### src/rtl/mem_access_stage.sv
`default_nettype none
// ============================================================================
// Module      : mem_access_stage
// Description : DLX MEM stage. Resolves branches toward IF, runs a req/ack
//               data-memory transaction with wait states and a timeout,
//               stalls upstream while an access is outstanding and drives
//               the registered MEM/WB outputs.
// Revision    : 1.0 - initial release
// ============================================================================
module mem_access_stage #(
    parameter int TIMEOUT_CYCLES = 16,
    parameter int CNT_W          = 8
) (
    input  logic        clk,
    input  logic        reset,
    input  logic        valid_in,
    input  logic        zero_in,
    input  logic [31:0] b_in,
    input  logic [31:0] npc_in,
    input  logic [31:0] aluoutput_in,
    input  logic [4:0]  rd_in,
    input  logic        branch_in,
    input  logic        mem_read_in,
    input  logic        mem_write_in,
    input  logic        reg_write_in,
    input  logic        mem_to_reg_in,
    output logic        stall,
    output logic        pc_src,
    output logic [31:0] branch_target,
    output logic        dmem_req,
    output logic        dmem_we,
    output logic [31:0] dmem_addr,
    output logic [31:0] dmem_wdata,
    input  logic [31:0] dmem_rdata,
    input  logic        dmem_ack,
    output logic        wb_valid,
    output logic        wb_reg_write,
    output logic        wb_mem_to_reg,
    output logic [31:0] wb_lmd,
    output logic [31:0] wb_aluoutput,
    output logic [4:0]  wb_rd,
    output logic        bus_err
);

    // Explicitly encoded, 1-bit state register
    typedef enum logic [0:0] {
        S_IDLE = 1'b0,
        S_WAIT = 1'b1
    } state_t;

    localparam logic             c_TMO_EN   = (TIMEOUT_CYCLES != 0);
    localparam logic [CNT_W-1:0] c_TMO_LAST = CNT_W'((TIMEOUT_CYCLES == 0) ? 0 : TIMEOUT_CYCLES - 1);

    state_t           r_state;
    state_t           w_state_nxt;
    logic [CNT_W-1:0] r_cnt;

    logic w_mem_op;
    logic w_tmo_hit;
    logic w_issue;     // IDLE -> WAIT: launch the memory request
    logic w_pass;      // IDLE, no memory access: single-cycle pass-through
    logic w_complete;  // WAIT with ack: retire the memory instruction
    logic w_abort;     // WAIT timeout: squash the instruction
    logic w_unused;

    // npc is carried only for trace purposes; it does not affect this stage
    assign w_unused = ^npc_in;

    assign w_mem_op      = valid_in & (mem_read_in | mem_write_in);
    assign w_tmo_hit     = c_TMO_EN & (r_cnt == c_TMO_LAST);
    assign branch_target = aluoutput_in;

    // State register
    always_ff @(posedge clk or negedge reset) begin
        if (!reset) begin
            r_state <= S_IDLE;
        end else begin
            r_state <= w_state_nxt;
        end
    end

    // Next-state, stall and branch decision; ack takes priority over timeout
    always_comb begin
        w_state_nxt = r_state;
        stall       = 1'b0;
        w_issue     = 1'b0;
        w_pass      = 1'b0;
        w_complete  = 1'b0;
        w_abort     = 1'b0;
        pc_src      = 1'b0;
        case (r_state)
            S_IDLE: begin
                pc_src = valid_in & branch_in & zero_in;
                if (w_mem_op) begin
                    stall       = 1'b1;
                    w_issue     = 1'b1;
                    w_state_nxt = S_WAIT;
                end else begin
                    w_pass = 1'b1;
                end
            end
            S_WAIT: begin
                if (dmem_ack) begin
                    w_complete  = 1'b1;
                    w_state_nxt = S_IDLE;
                end else if (w_tmo_hit) begin
                    w_abort     = 1'b1;
                    w_state_nxt = S_IDLE;
                end else begin
                    stall = 1'b1;
                end
            end
            default: begin
                w_state_nxt = S_IDLE;
            end
        endcase
    end

    // Wait-cycle counter: cleared on issue, counts WAIT cycles without ack
    always_ff @(posedge clk or negedge reset) begin
        if (!reset) begin
            r_cnt <= '0;
        end else if (w_issue) begin
            r_cnt <= '0;
        end else if (r_state == S_WAIT && !dmem_ack) begin
            r_cnt <= r_cnt + 1'b1;
        end
    end

    // Memory interface, MEM/WB register and sticky bus error
    always_ff @(posedge clk or negedge reset) begin
        if (!reset) begin
            dmem_req      <= 1'b0;
            dmem_we       <= 1'b0;
            dmem_addr     <= '0;
            dmem_wdata    <= '0;
            wb_valid      <= 1'b0;
            wb_reg_write  <= 1'b0;
            wb_mem_to_reg <= 1'b0;
            wb_lmd        <= '0;
            wb_aluoutput  <= '0;
            wb_rd         <= '0;
            bus_err       <= 1'b0;
        end else if (w_pass) begin
            wb_valid      <= valid_in;
            wb_reg_write  <= valid_in & reg_write_in;
            wb_mem_to_reg <= mem_to_reg_in;
            wb_aluoutput  <= aluoutput_in;
            wb_rd         <= rd_in;
        end else if (w_issue) begin
            // A simultaneous read+write is treated as a write
            dmem_req     <= 1'b1;
            dmem_we      <= mem_write_in;
            dmem_addr    <= aluoutput_in;
            dmem_wdata   <= b_in;
            wb_valid     <= 1'b0;
            wb_reg_write <= 1'b0;
        end else if (w_complete) begin
            dmem_req      <= 1'b0;
            wb_valid      <= 1'b1;
            wb_reg_write  <= reg_write_in;
            wb_mem_to_reg <= mem_to_reg_in;
            wb_aluoutput  <= aluoutput_in;
            wb_rd         <= rd_in;
            if (!dmem_we) begin
                wb_lmd <= dmem_rdata;
            end
        end else if (w_abort) begin
            dmem_req     <= 1'b0;
            bus_err      <= 1'b1;
            wb_valid     <= 1'b0;
            wb_reg_write <= 1'b0;
        end else begin
            // Still waiting: keep emitting bubbles
            wb_valid     <= 1'b0;
            wb_reg_write <= 1'b0;
        end
    end

endmodule
`default_nettype wire

### config.mk
export PLATFORM = sky130hd
export DESIGN_NAME = mem_access_stage
export DESIGN_NICKNAME = d
export VERILOG_FILES = /design/src/rtl/mem_access_stage.sv
export SDC_FILE = /design/constraint.sdc
export NUM_CORES = 1
export LEC_CHECK = 0
export ABC_AREA = 1
export ABC_CLOCK_PERIOD_IN_PS = 1360
export CORE_MARGIN = 1.5
export CORE_UTILIZATION = 36
export DETAILED_ROUTE_END_ITERATION = 12
export PLACE_DENSITY = 0.77
export SETUP_SLACK_MARGIN = 0.5
export SYNTH_ARGS = -nofsm -noshare
export SYNTH_HDL_FRONTEND = slang
export SYNTH_SLANG_ARGS = --single-unit
### constraint.sdc
create_clock -name clk -period 1.36 [get_ports clk]
set_input_delay 0.272 -clock clk [delete_from_list [all_inputs] [get_ports clk]]
set_output_delay 0.272 -clock clk [all_outputs]
set_load 0.005 [all_outputs]
# Word-level counts from Yosys, hierarchy flattened
# Cells that the tools add are included.
# classes
n_eq_ne	2
n_reduce_logical	10
order_cmp	0
shifts	0
div	0
add_sub_neg	1
n_mux	33
n_mul	0
bitwise	10
# op_table
operator	n
two-way mux 32 bit	3
two-way mux 1 bit	24
two-way mux 8 bit	2
two-way mux 5 bit	3
adder 8 x 1 -> 8 bit (second input constant)	1
equality test 8 x 4 -> 1 bit (second input constant)	1
AND reduction 4 bit	2
AND reduction 2 bit	3
NOT 1 bit	5
AND 1 bit	4
nonzero test 2 bit	2
nonzero test 3 bit	1
inequality test 2 x 1 -> 1 bit (second input constant)	1
one-hot mux 1 bit (2 select lines)	1
logical AND 1 bit	1
zero test 1 bit	1
OR 1 bit	1
# word_totals
mem_bits_rw	0
word_cells	69
inputBits	143
regBits	148
latch_bits	0
romBits	0
n_memories	0

# Logic depth before layout (Yosys ltp)
# Gate-level depths: netlist (run 1).
# depth
word_depth	7
mapped_depth	8

# Least setup slack after synthesis (run 1)
# No wires, ideal clock.
# synth_timing
path_type	reg2out
from	reg r_state
to	out stall
required_ns	1.088
slack_ns	-0.025
t_arrival_ns	1.113
path_stages_with_launch	6
path_cell_list	dfrtp_1 -> nor2_1 -> nand2_2 -> buf_2 -> buf_2 -> o21ai_0
# synth_between
elab_chain_cells	2
# synth_rtl
element	line_no	rtl
from (decl)	54	state_t r_state;
from (signal assigned)	78	r_state <= w_state_nxt;
NOT 1 bit	n/a	
one-hot mux 1 bit (2 select lines) *	91	case (r_state)
to (decl)	27	output logic stall,
# Every way passes the cells marked *; elsewhere a longest branch is shown, timed or not.

# Worst setup path in the final report (run 1)
# Ends and elaborated chain as after synthesis.

==> impl_metrics.tcl, run 1 <==
set metrics [dict create \
    outcome "finished, violations left" \
    violations "negative hold slack, negative setup slack" \
    cts_buffer_depth 2 \
    ir_drop_uv 961 \
    whs_ps -234 \
    synth_top_family_by_area "simple AND/OR/NAND/NOR gates" \
    path_class "reg -> out" \
    synth-xor-area-share_pct 0.146 \
    worst_pin_slew_ps 406 \
    synth_top_area_share_pct 61.7 \
    synth.top_cells.by_count "232 x nand2_1, 148 x dfrtp_1, 74 x inv_1" \
    grt_usage_pct 25.2 \
    wire_per_inst_um 18.5 \
    cp_top_family "flip-flops" \
    diodes 0 \
    yosysWarnings 0 \
    synth_fp_nets 800 \
    maxSlewViolCount 0 \
    fillers 1002 \
    synth_top_flop_cell "dfrtp_1" \
    ys_seq_elements 148 \
    viasPerCell 4.77 \
    synth-compound-area-share_pct 9.34 \
    route.detailed.drc 0 \
    synth_edf_count 0 \
    cpMaxStageDelayCell "dfrtp_1" \
    syn_avg_cell_area_um2 9.15 \
    drtIter0Drc 296 \
    p_comb_share_pct 40.2 \
    skew_ps 7.26 \
    grt_overflow 0 \
    synth_cell_type_count 23 \
    grt_first_pass_wirelength_um 34100 \
    end_kind "primary output" \
    max_freq_mhz 584 \
    seq_power_share_pct 33.8 \
    port_buffers 283 \
    cts_max_level 4 \
    cp_cell_sequence "buf_6 > nor2_4 > nand2_4 > o21ai_2 > buf_2" \
    numCtsBuffers 17 \
    cts-root-buf "clkbuf_16" \
    async_reset_ff_share_pct 100 \
    hold_class "in -> async" \
    place_hpwl_um 11600 \
    post_dp_cell_area_um2 9300 \
    grt_max_degree 43 \
    start_kind "flip-flop" \
    die_x_um 132 \
    max-slew-margin-rel_pct 72.9 \
    design_area_um2 12400 \
    muxShareOfSynthArea_pct 0 \
    cts_tree "yes" \
    first_pass_iters 5 \
    crit_required_ps 1090 \
    yosysTopAreaCell "dfrtp_1" \
    ys_seq_area_share_pct 61.7 \
    ys_top_cells_by_area "dfrtp_1 62%, nand2_1 15%, o21ai_0 5.6%" \
    clkLatencyLatePin_ps 410 \
    antenna_found_initial 0 \
    synthSimpleGateAreaFrac_pct 16.8 \
    path_buf_inv 2 \
    start_util_pct 36.6 \
    power_switching_mw 5.69 \
    io_pins 316 \
    fin_ws_ps -351 \
    netlist_instances 656 \
    synth-adder-area-share_pct 0.208 \
    power-per-cell-area_nw_per_um2 1460 \
    crit_fanout 5 \
    finalSetupViolCount 134 \
    clk_pin_slew_worst_paths_ps 60 \
    finalHoldViolCount 32 \
    nets 1279 \
    num_vias 6495 \
    p_leak_nw 6.67 \
    num_rows 47 \
    ant_nets 0 \
    swShare_pct 31.4 \
    fin_crit_sh_pct 126 \
    critical_path_arrival_ps 1440 \
    period_minus_slack_ps 1710 \
    core_um2 16400 \
    pre_cts_ws_ps -588 \
    rsz0062_at_grt "yes" \
    dieArea_um2 17500 \
    area_growth_syn_to_layout_pct 107 \
    max_stage_delay_ps 420 \
    die_height_um 132 \
    grt_pass1_vias 6263 \
    syn_area_um2 6000 \
    cap_viol_max_count 0 \
    yosysMostFrequentCell "nand2_1" \
    finalPower_mw 18.1 \
    clockPowerShare_pct 26.1 \
    intPower_mw 12.4 \
    routed_wl_um 25200 \
    clock_sinks 148 \
    drive_above_1_share_pct 63.6 \
    gp_congestion 0.754 \
]
area by class of cell:
cell class	instances	area (um^2)	share of cell area [%]
Clock buffer	23	508	4.09
Inverter	75	292	2.35
Tap cell	220	275	2.22
Multi-Input combinational cell	372	2860	23.0
Clock inverter	4	72.6	0.584
Timing Repair inverter	1	11.3	0.0907
Sequential cell	148	3700	29.8
Timing Repair Buffer	520	4700	37.8
cell families after synthesis:
kind of cell	count (synthesis)
XOR/XNOR	1
AO/OA/AOI/OAI	108
AND/OR/NAND/NOR	262
flip-flops	148
adder cells (fa/ha/maj)	1
buffers and inverters	136
metrics by stage:
step           hold slack, ps  cells  setup TNS (ps)  util [%]
3_3_place_gp              198   1159          -51860      56.7
2_1_floorplan           -23.6    656               0         -
4_1_cts                  -234   1288          -13280      68.0
6_report                 -234   1363          -27100      75.7
3_5_place_dp              208   1159          -53350      56.7
5_1_grt                  -219   1363          -32390      75.7
layout by cell type, fill, tap and decap left out, drive strengths merged:
| cell type | count |
|---|---|
| xor2 | 1 |
| bufinv | 2 |
| clkdlybuf4s50 | 77 |
| clkbuf | 34 |
| nand4 | 2 |
| clkinvlp | 1 |
| a21boi | 1 |
| bufbuf | 1 |
| buf | 426 |
| or2 | 1 |
| nor3 | 2 |
| clkdlybuf4s15 | 5 |
| a21oi | 3 |
| nand3 | 8 |
| nor2 | 15 |
| o21ai | 103 |
| o31ai | 1 |
| clkinv | 1 |
| ha | 1 |
| nand2 | 234 |
| dfrtp | 148 |
| inv | 76 |
what timing repair did:
item	in CTS	in global routing
hold endpoints to repair	32	32
setup buffers	73	72
gates resized for setup	1064	216
gates cloned	29	3
setup endpoints to repair	321	304
pin swaps	35	22
worst paths after layout:
path / from / end / slack, ps / depth (start not counted)
setup reg to reg: r_state$_DFF_PN0_ / r_cnt[5]$_DFFE_PN0P_ / -280 / 9
hold / removal: reset / wb_aluoutput[12]$_DFFE_PN0P_ / -230 / 1
max in group asynchronous: reset / wb_lmd[20]$_DFFE_PN0P_ / 1010 / 2
hold reg to reg: dmem_wdata[7]$_DFFE_PN0P_ / dmem_wdata[7]$_DFFE_PN0P_ / 470 / 2
setup / recovery: r_state$_DFF_PN0_ / stall / -350 / 5
min in group clk: aluoutput_in[28] / wb_aluoutput[28]$_DFFE_PN0P_ / 120 / 3
power by group through the flow:
stage          clock network (mW)  registers, mW  logic [mW]
2_1_floorplan                   0           6.13        1.27
6_report                     4.73           6.12        7.28
3_3_place_gp                    0           6.01        4.29
4_1_cts                      4.73           6.07        5.39
5_1_grt                      5.00           6.21        7.70
3_5_place_dp                    0           6.05        4.37
layer usage:
metal / vias up / share of wire [%] / track usage (%) / routed length [um]
met3: 69 / 4.7 / 4.88 / 1180
met1: 3224 / 37 / 29.6 / 9350
met5: - / 0 / 0 / 0
li1: 2963 / - / - / -
met2: 239 / 55 / 45.5 / 13800
met4: 0 / 3.5 / 9.63 / 873
(Power assumes the default switching activity.)
==> run 2, diff against run 1 <==
--- a/config.mk
+++ b/config.mk
@@ -10,8 +10,10 @@
 export CORE_MARGIN = 1.5
 export CORE_UTILIZATION = 36
 export DETAILED_ROUTE_END_ITERATION = 12
+export HOLD_SLACK_MARGIN = 0.15
 export PLACE_DENSITY = 0.77
 export SETUP_SLACK_MARGIN = 0.5
+export SKIP_CTS_REPAIR_TIMING = 1
 export SYNTH_ARGS = -nofsm -noshare
 export SYNTH_HDL_FRONTEND = slang
 export SYNTH_SLANG_ARGS = --single-unit
==> run 2 against run 1 <==
Against the previous run:
- the run still ends with negative hold slack, negative setup slack left
- sequential share of layout area is 2.5 points higher
- critical path depth stayed put
- sequential power is 1% higher
- non-clock buffer count is 72 lower
- critical endpoint unchanged
- largest power group is now registers
==> impl_metrics.tcl, run 2 (synthesis results as in run 1) <==
set metrics [dict create \
    hold_class "in -> async" \
    clock_sinks 148 \
    route.detailed.drc 0 \
    power-per-cell-area_nw_per_um2 1450 \
    grt_max_degree 54 \
    fin_ws_ps -303 \
    finalHoldViolCount 32 \
    cts-root-buf "clkbuf_16" \
    cts_tree "yes" \
    grt_usage_pct 18.6 \
    grt_first_pass_wirelength_um 25900 \
    max-slew-margin-rel_pct 73.9 \
    critical_path_arrival_ps 1390 \
    cts_buffer_depth 2 \
    area_growth_syn_to_layout_pct 91.0 \
    whs_ps -230 \
    nets 1207 \
    placed_cells 1159 \
    period_minus_slack_ps 1660 \
    cap_viol_max_count 0 \
    cts_max_level 4 \
    grt_pass1_vias 5041 \
    antenna_found_initial 0 \
    diodes 0 \
    maxSlewViolCount 0 \
    dieArea_um2 17500 \
    outcome "finished, violations left" \
    core_um2 16400 \
    start_kind "flip-flop" \
    ant_nets 0 \
    crit_fanout 2 \
    clk_pin_slew_worst_paths_ps 60 \
    layout_commonest_cell "dfrtp_1" \
    wire_per_inst_um 16.9 \
    drive_above_1_share_pct 54.2 \
    gp_congestion 0.754 \
    io_pins 316 \
    skew_ps 4.82 \
    most-common-layout-cells "147 x dfrtp_1, 138 x clkbuf_2, 105 x buf_4" \
    viasPerCell 4.59 \
    num_rows 47 \
    rsz0062_at_grt "yes" \
    place_hpwl_um 11600 \
    rr_worst_depth 8 \
    start_util_pct 36.6 \
    worst_pin_slew_ps 391 \
    fin_crit_sh_pct 122 \
    max_freq_mhz 601 \
    first_pass_iters 6 \
    fin_tns_setup_ps -11180 \
    p_leak_nw 6.31 \
    path_class "reg -> out" \
    clkLatencyLatePin_ps 400 \
    numCtsBuffers 17 \
    routed_wl_um 21800 \
    end_kind "primary output" \
    die_x_um 132 \
    finalSetupViolCount 104 \
    grt_overflow 0 \
    drtIter0Drc 201 \
    port_buffers 283 \
    die_height_um 132 \
    crit_required_ps 1090 \
    stdcell_count 1291 \
    violations "negative hold slack, negative setup slack" \
    ir_drop_uv 908 \
    num_vias 5931 \
]
[run 2: changes by cell type in the layout (fill, tap and decap cells not counted), moves of 27 or more]
cell	change
clkbuf_2	+129
o21ai_2	-28
buf_4	-48
buf_2	-159
dlymetal6s2s_1	+35
buf_16	-27
[run 2: final timing paths]
check | slack [ps] | to | startpoint
setup reg to reg | -220 | wb_lmd[4]$_DFFE_PN0P_ | r_state$_DFF_PN0_
max in group asynchronous | 1020 | wb_lmd[26]$_DFFE_PN0P_ | reset
hold / removal | -230 | dmem_addr[12]$_DFFE_PN0P_ | reset
min in group clk | 170 | wb_aluoutput[23]$_DFFE_PN0P_ | aluoutput_in[23]
setup / recovery | -300 | stall | r_cnt[6]$_DFFE_PN0P_
hold reg to reg | 480 | dmem_wdata[0]$_DFFE_PN0P_ | dmem_wdata[0]$_DFFE_PN0P_
[run 2: metal layers]
layer	vias to the layer above	track usage, %	share of wire (%)
met1	2899	22.8	39
li1	2806	-	-
met4	0	5.86	2.5
met3	37	5.11	4.7
met2	189	31.9	54
met5	-	0	0
[run 2: final cells by class]
cell class                      count  area [um^2]
Clock buffer                       23          508
Clock inverter                      4         72.6
Fill cell                        1160         4940
Inverter                           75          289
Multi-Input combinational cell    373         2600
Sequential cell                   148         3700
Tap cell                          220          275
Timing Repair Buffer              448         4010
[run 2: worst max-delay path, cell delays in order, from the launching register on]
cell and delay [ps]:
dfrtp_1 400, nor2_1 110, nand3_1 120, nor2_2 150, o21ai_2 60, buf_2 140
[run 2: where the power goes]
group / switching [mW] / internal, mW
Combinational: 2.63 / 3.17
Sequential: 0.743 / 5.44
Clock: 1.70 / 2.94
[run 2: per-stage QoR]
step / cell area, um^2 / worst slack, ps / utilization (%) / power [mW]
final: 11500 / -303 / 69.9 / 16.6
after CTS: 9880 / -731 / 60.2 / 15.1
after global placement: 9300 / -590 / 56.7 / 10.3
after detailed placement: 9300 / -588 / 56.7 / 10.4
after global routing: 11500 / -374 / 69.9 / 17.4
after floorplan: 6090 / 129 / - / 7.40
